===== src/rtl/mips_mc_control.sv =====
// mips_mc_control
// Multicycle control FSM for the MIPS core. Sequences fetch, decode, execute,
// memory and writeback. Every datapath enable, the ALU operation code and the
// ALU operand selects come from here. Mult/div holds the execute state for
// MULDIV_CYCLES cycles.
//
// Ports:
//   clk           rising-edge clock
//   reset         synchronous, active-high reset (all outputs forced to 0 while high)
//   opcode        IR[31:26], sampled only in DECODE
//   funct         IR[5:0], sampled only in DECODE
//   zero          ALU zero flag (the PC qualification happens in the datapath)
//   alu_con       ALU operation code
//   alu_src_a     0=PC, 1=reg A
//   alu_src_b     0=reg B, 1=const 4, 2=sign-ext imm, 3=sign-ext imm<<2
//   pc_write      unconditional PC load
//   pc_write_cond PC load qualified by zero
//   pc_source     0=ALU result, 1=ALUOut, 2=jump target
//   i_or_d        0=PC address, 1=ALUOut address
//   mem_read      memory read strobe
//   mem_write     memory write strobe
//   ir_write      IR load
//   reg_dst       0=rt, 1=rd
//   mem_to_reg    0=ALUOut, 1=MDR
//   reg_write     register file write
//   illegal       one-cycle pulse on an unsupported opcode or funct
//   state         current state encoding (debug)
module mips_mc_control #(
   parameter int          MULDIV_CYCLES = 4,
   parameter logic [3:0]  ALU_ADD       = 4'b0000,
   parameter logic [3:0]  ALU_SUB       = 4'b0001,
   parameter logic [3:0]  ALU_MUL       = 4'b0010,
   parameter logic [3:0]  ALU_DIV       = 4'b0011,
   parameter logic [3:0]  ALU_SLT       = 4'b0100
) (
   input  logic       clk,
   input  logic       reset,
   input  logic [5:0] opcode,
   input  logic [5:0] funct,
   input  logic       zero,
   output logic [3:0] alu_con,
   output logic       alu_src_a,
   output logic [1:0] alu_src_b,
   output logic       pc_write,
   output logic       pc_write_cond,
   output logic [1:0] pc_source,
   output logic       i_or_d,
   output logic       mem_read,
   output logic       mem_write,
   output logic       ir_write,
   output logic       reg_dst,
   output logic       mem_to_reg,
   output logic       reg_write,
   output logic       illegal,
   output logic [3:0] state
);

   typedef enum logic [3:0] {
      S_FETCH     = 4'd0,
      S_DECODE    = 4'd1,
      S_MEM_ADDR  = 4'd2,
      S_MEM_READ  = 4'd3,
      S_MEM_WB    = 4'd4,
      S_MEM_WRITE = 4'd5,
      S_R_EXEC    = 4'd6,
      S_R_WB      = 4'd7,
      S_BRANCH    = 4'd8,
      S_JUMP      = 4'd9,
      S_I_EXEC    = 4'd10,
      S_I_WB      = 4'd11,
      S_ILLEGAL   = 4'd12
   } state_t;

   localparam logic [5:0] OP_RTYPE = 6'h00;
   localparam logic [5:0] OP_J     = 6'h02;
   localparam logic [5:0] OP_BEQ   = 6'h04;
   localparam logic [5:0] OP_ADDI  = 6'h08;
   localparam logic [5:0] OP_LW    = 6'h23;
   localparam logic [5:0] OP_SW    = 6'h2B;

   localparam logic [5:0] FN_ADD   = 6'h20;
   localparam logic [5:0] FN_SUB   = 6'h22;
   localparam logic [5:0] FN_MULT  = 6'h18;
   localparam logic [5:0] FN_DIV   = 6'h1A;
   localparam logic [5:0] FN_SLT   = 6'h2A;

   // Values below 1 behave as 1; the counter only has to reach MD-1.
   localparam int MD    = (MULDIV_CYCLES < 1) ? 1 : MULDIV_CYCLES;
   localparam int CNT_W = (MD < 2) ? 1 : $clog2(MD);
   localparam logic [CNT_W-1:0] CNT_LAST = CNT_W'(MD - 1);
   localparam logic [CNT_W-1:0] CNT_MAX  = '1;

   state_t           state_q, state_d;
   logic [CNT_W-1:0] cnt_q, cnt_d;
   logic [5:0]       op_q, op_d;
   logic [5:0]       funct_q, funct_d;

   // The zero flag qualifies pc_write_cond inside the datapath, not here.
   logic unused_zero;
   assign unused_zero = zero;

   function automatic logic funct_supported(input logic [5:0] fn);
      return (fn == FN_ADD) || (fn == FN_SUB) || (fn == FN_MULT) ||
             (fn == FN_DIV) || (fn == FN_SLT);
   endfunction

   function automatic logic [3:0] alu_of_funct(input logic [5:0] fn);
      logic [3:0] code;
      code = ALU_ADD;
      case (fn)
         FN_SUB:  code = ALU_SUB;
         FN_MULT: code = ALU_MUL;
         FN_DIV:  code = ALU_DIV;
         FN_SLT:  code = ALU_SLT;
         default: code = ALU_ADD;
      endcase
      return code;
   endfunction

   logic is_muldiv;
   assign is_muldiv = (funct_q == FN_MULT) || (funct_q == FN_DIV);

   // Next-state, cycle counter and decode-time field capture
   always_comb begin
      state_d = S_FETCH;
      cnt_d   = '0;
      op_d    = op_q;
      funct_d = funct_q;
      case (state_q)
         S_FETCH:  state_d = S_DECODE;
         S_DECODE: begin
            // Later states work from the latched copies only.
            op_d    = opcode;
            funct_d = funct;
            case (opcode)
               OP_RTYPE:     state_d = funct_supported(funct) ? S_R_EXEC : S_ILLEGAL;
               OP_LW, OP_SW: state_d = S_MEM_ADDR;
               OP_BEQ:       state_d = S_BRANCH;
               OP_J:         state_d = S_JUMP;
               OP_ADDI:      state_d = S_I_EXEC;
               default:      state_d = S_ILLEGAL;
            endcase
         end
         S_MEM_ADDR:  state_d = (op_q == OP_SW) ? S_MEM_WRITE : S_MEM_READ;
         S_MEM_READ:  state_d = S_MEM_WB;
         S_MEM_WB:    state_d = S_FETCH;
         S_MEM_WRITE: state_d = S_FETCH;
         S_R_EXEC: begin
            if (is_muldiv && (cnt_q < CNT_LAST)) begin
               state_d = S_R_EXEC;
               cnt_d   = (cnt_q == CNT_MAX) ? cnt_q : cnt_q + 1'b1;
            end else begin
               state_d = S_R_WB;
               cnt_d   = '0;
            end
         end
         S_R_WB:    state_d = S_FETCH;
         S_BRANCH:  state_d = S_FETCH;
         S_JUMP:    state_d = S_FETCH;
         S_I_EXEC:  state_d = S_I_WB;
         S_I_WB:    state_d = S_FETCH;
         S_ILLEGAL: state_d = S_FETCH;
         default:   state_d = S_FETCH;
      endcase
   end

   always_ff @(posedge clk) begin
      if (reset) begin
         state_q <= S_FETCH;
         cnt_q   <= '0;
         op_q    <= '0;
         funct_q <= '0;
      end else begin
         state_q <= state_d;
         cnt_q   <= cnt_d;
         op_q    <= op_d;
         funct_q <= funct_d;
      end
   end

   // Moore output decode; reset overrides everything so no strobe can fire
   // in a reset cycle even if the registered state is mid-instruction.
   always_comb begin
      alu_con       = ALU_ADD;
      alu_src_a     = 1'b0;
      alu_src_b     = 2'd0;
      pc_write      = 1'b0;
      pc_write_cond = 1'b0;
      pc_source     = 2'd0;
      i_or_d        = 1'b0;
      mem_read      = 1'b0;
      mem_write     = 1'b0;
      ir_write      = 1'b0;
      reg_dst       = 1'b0;
      mem_to_reg    = 1'b0;
      reg_write     = 1'b0;
      illegal       = 1'b0;
      state         = reset ? 4'd0 : state_q;
      if (!reset) begin
         case (state_q)
            S_FETCH: begin
               mem_read  = 1'b1;
               ir_write  = 1'b1;
               alu_src_b = 2'd1;
               pc_write  = 1'b1;
            end
            S_DECODE: alu_src_b = 2'd3;
            S_MEM_ADDR: begin
               alu_src_a = 1'b1;
               alu_src_b = 2'd2;
            end
            S_MEM_READ: begin
               mem_read = 1'b1;
               i_or_d   = 1'b1;
            end
            S_MEM_WB: begin
               reg_write  = 1'b1;
               mem_to_reg = 1'b1;
            end
            S_MEM_WRITE: begin
               mem_write = 1'b1;
               i_or_d    = 1'b1;
            end
            S_R_EXEC: begin
               alu_src_a = 1'b1;
               alu_con   = alu_of_funct(funct_q);
            end
            S_R_WB: begin
               reg_write = 1'b1;
               reg_dst   = 1'b1;
               alu_con   = alu_of_funct(funct_q);
            end
            S_BRANCH: begin
               alu_src_a     = 1'b1;
               alu_con       = ALU_SUB;
               pc_write_cond = 1'b1;
               pc_source     = 2'd1;
            end
            S_JUMP: begin
               pc_write  = 1'b1;
               pc_source = 2'd2;
            end
            S_I_EXEC: begin
               alu_src_a = 1'b1;
               alu_src_b = 2'd2;
            end
            S_I_WB:    reg_write = 1'b1;
            S_ILLEGAL: illegal   = 1'b1;
            default: ;
         endcase
      end
   end

endmodule


===== config.mk =====
export PLATFORM = sky130hd
export DESIGN_NAME = mips_mc_control
export DESIGN_NICKNAME = d
export VERILOG_FILES = /design/src/rtl/mips_mc_control.sv
export SDC_FILE = /design/constraint.sdc
export NUM_CORES = 1
export LEC_CHECK = 0
export BUFFER_PORTS_ARGS = -buffer_cell sky130_fd_sc_hd__buf_2
export CAP_MARGIN = 20
export CORE_MARGIN = 4
export CORE_UTILIZATION = 30
export CTS_BUF_LIST = sky130_fd_sc_hd__clkbuf_8
export DETAILED_ROUTE_END_ITERATION = 8
export MAX_ROUTING_LAYER = met4
export PLACE_DENSITY = 0.57
export SYNTH_ARGS = -nofsm -noshare
export SYNTH_HDL_FRONTEND = slang
export SYNTH_SLANG_ARGS = --single-unit

===== constraint.sdc =====
create_clock -name clk -period 3 [get_ports clk]
set_input_delay 0.45 -clock clk [delete_from_list [all_inputs] [get_ports clk]]
set_output_delay 0.45 -clock clk [all_outputs]
set_load 0.005 [all_outputs]

==> run summary <==
status = complete, no violations
warnings from Yosys = 0
Mean Syn Cell Area = 7.27 sq um
WP data required = 2.55 ns
Synth top area share = 29.9%
io pins = 38
Post-CTS Repair Setup Buffers = 0
commonest non-fill, non-tap cell in the layout = buf_2
first-pass GRT wire length = 5.11 mm
slack of the critical path = 0.791 ns
Iteration-0 DRC Markers = 71
R2R cell count = 4
DRC = 0
Longest Clk Path Bufs = 2
Hold Path Stages = 1
Total Routing Usage GR = 12.2%
Core ar. = 0.00377 sq mm
Pwr Density = 462 mW/mm^2
row cnt = 22
die extent in x = 71.4 um
clk_skew = 0.00178 ns
Final Hold Viols = 0
Worst Setup Start Kind = flip-flop
CTS tree = done
Syn Inst Count = 166
asr flop ratio synth = 0%
worst reg2reg path endpoint = state_q[1]
Filler cells = 416
hold endpoint = cnt_q[0]
Layout area overhead = 17.8%
post-synth cell types = 44
CTS root buf = clkbuf_8
peak supply drop = 0.000282 V
Initial Util = 32.0%
Layout Nets = 206
Yosys reg bits = 18
gr ovfl total = 0
share of layout cells above drive strength 1 = 25.9%
setup TNS = 0 ns
period utilisation layout = 73.6%
Hold WS = 0.435 ns
Detail Placement HPWL = 2.18 mm
final wirelength = 3.01 mm
RSZ-0062 raised after global routing = no
FF/Latch Area = 360 sq um
pre-CTS setup slack = 0.990 ns
transition time of the tightest slew-check pin = 0.627 ns
Hold Crit Class = reg -> reg
Post-Syn Nets = 182
Clk Latency, worst-skew pair = 0.25 ns
DRT Pass-1 Iters = 6
worst-path cell chain = nand2b_4, or3_4, a21oi_1, buf_2
cell count after placement = 233
Post-DRT Antenna Nets = 0
H-tree Lvls = 1
worst rel slew slack = 58.2%
CP Class = reg -> out
cell type with the largest total area after synthesis = dfxtp_1
Port Buffer Count = 35
gp weighted congestion = 0.758
die area = 0.00510 sq mm
Vias/cell = 5.11
largest net degree at the start of global routing = 29
Critical path origin = state_q[0]
top achievable clock speed = 453 MHz
Primary FF master, synth = dfxtp_1
die span in y = 71.4 um
largest cells by area after synthesis = dfxtp_1, nand2_1, a21oi_1
Critical Path Max Stage Delay = 0.62 ns
CTS Buf Count = 3
CP top delay family = flip-flops
Layout Cells excl Fill = 237
largest fanout on the critical path = 14
final setup violating endpoints = 0
DR WL/cell = 12.7 um
Worst Path Arrival = 1.76 ns
Slowest-stage cell, CP = dfxtp_1
crit path time final = 2.21 ns
area of the multi-input gates = 752 sq um
via count = 1,210
initial antenna violation count = 0
maxcap violations = 0
CTS clk-pin slew, worst paths = 0.07 ns
reg2reg start = state_q[0]
post-cts repair resize count = 0
n_diodes = 0
slack of the worst reg-to-reg path = 1.14 ns
P_leak = 0.591 nW
Hold Startpoint = cnt_q[0]
Mapped Area = 0.00121 sq mm
max-slew violations = 0
most frequent cells in the layout = buf_2, nand2_1, dfxtp_1
number of global-route vias before repair = 1,042
clock sink total = 18
nature of the critical path endpoint = primary output
Seq/Total Area, Yosys = 29.9%
hold_buf cts = 0
number of synthesized flops with an enable pin = 0
WP buf/inv = 1
-- worst max path at each step --
stage / end / slack [ns] / depth (start not counted)
after global placement: alu_con[1] / 1.00 / 6
after CTS: alu_src_b[1] / 0.77 / 4
after global routing: alu_src_b[1] / 0.64 / 4
final: alu_src_b[1] / 0.79 / 4
after detailed placement: alu_con[1] / 0.99 / 6
after floorplan: reg_write / 1.19 / 4
-- synth_stat cells (3+ instances only) --
cell type / instances
nand2_1: 31
dfxtp_1: 18
a21oi_1: 15
nor2_1: 13
clkbuf_1: 9
nor3_1: 6
nor2b_1: 5
a31oi_1: 4
nand2b_1: 4
o22ai_1: 4
or3_1: 4
buf_2: 3
inv_1: 3
nand3_1: 3
nor3b_1: 3
nor4_1: 3
xor2_1: 3
-- metal layers --
metal  part of all wire (%)  up-vias  GRT usage [%]
li1                       -      634              -
met3                    5.7        0           2.95
met2                     43       27           17.9
met1                     51      549           17.5
met5                      0        -              -
met4                      0        0           1.25
-- area by class of cell --
cell class / instances / area share (%)
multi-input combinational: 128 / 52.9
tap: 48 / 4.23
sequential: 18 / 25.4
inverter: 3 / 0.792
timing repair buffer: 36 / 12.9
clock buffer: 4 / 3.87
-- stage by stage --
stage	area (sq um)	power [W]	util, %
3_3_place_gp	1370	0.000468	36.2
2_1_floorplan	1210	0.000417	-
4_1_cts	1420	0.000666	37.7
5_1_grt	1420	0.000704	37.7
3_5_place_dp	1370	0.000468	36.2
6_report	1420	0.000657	37.7
-- report_power, final --
group	switching [W]	total, W	internal [W]
registers	0.0000318	0.000292	0.000261
clock network	0.0000789	0.000195	0.000116
logic	0.0000937	0.000169	0.0000758
-- cell families (layout without fill, tap and decap cells) --
group | count (synthesis) | count (layout) | synth area share [%]
and+or+nand+nor | 86 | 86 | 38.1
AOI/OAI and AO/OA | 35 | 35 | 19.1
buffers and inverters | 20 | 43 | 7.78
DFF | 18 | 18 | 29.9
xor gates and xnor gates | 4 | 4 | 2.91
adders and majority gates | 2 | 2 | 1.97
other | 1 | 1 | 0.311
-- sequential cells by signal (all words and copies together), names as in the netlist --
register	flops
funct_q	6
op_q	6
state_q	4
cnt_q	2
(Power assumes the default switching activity.)
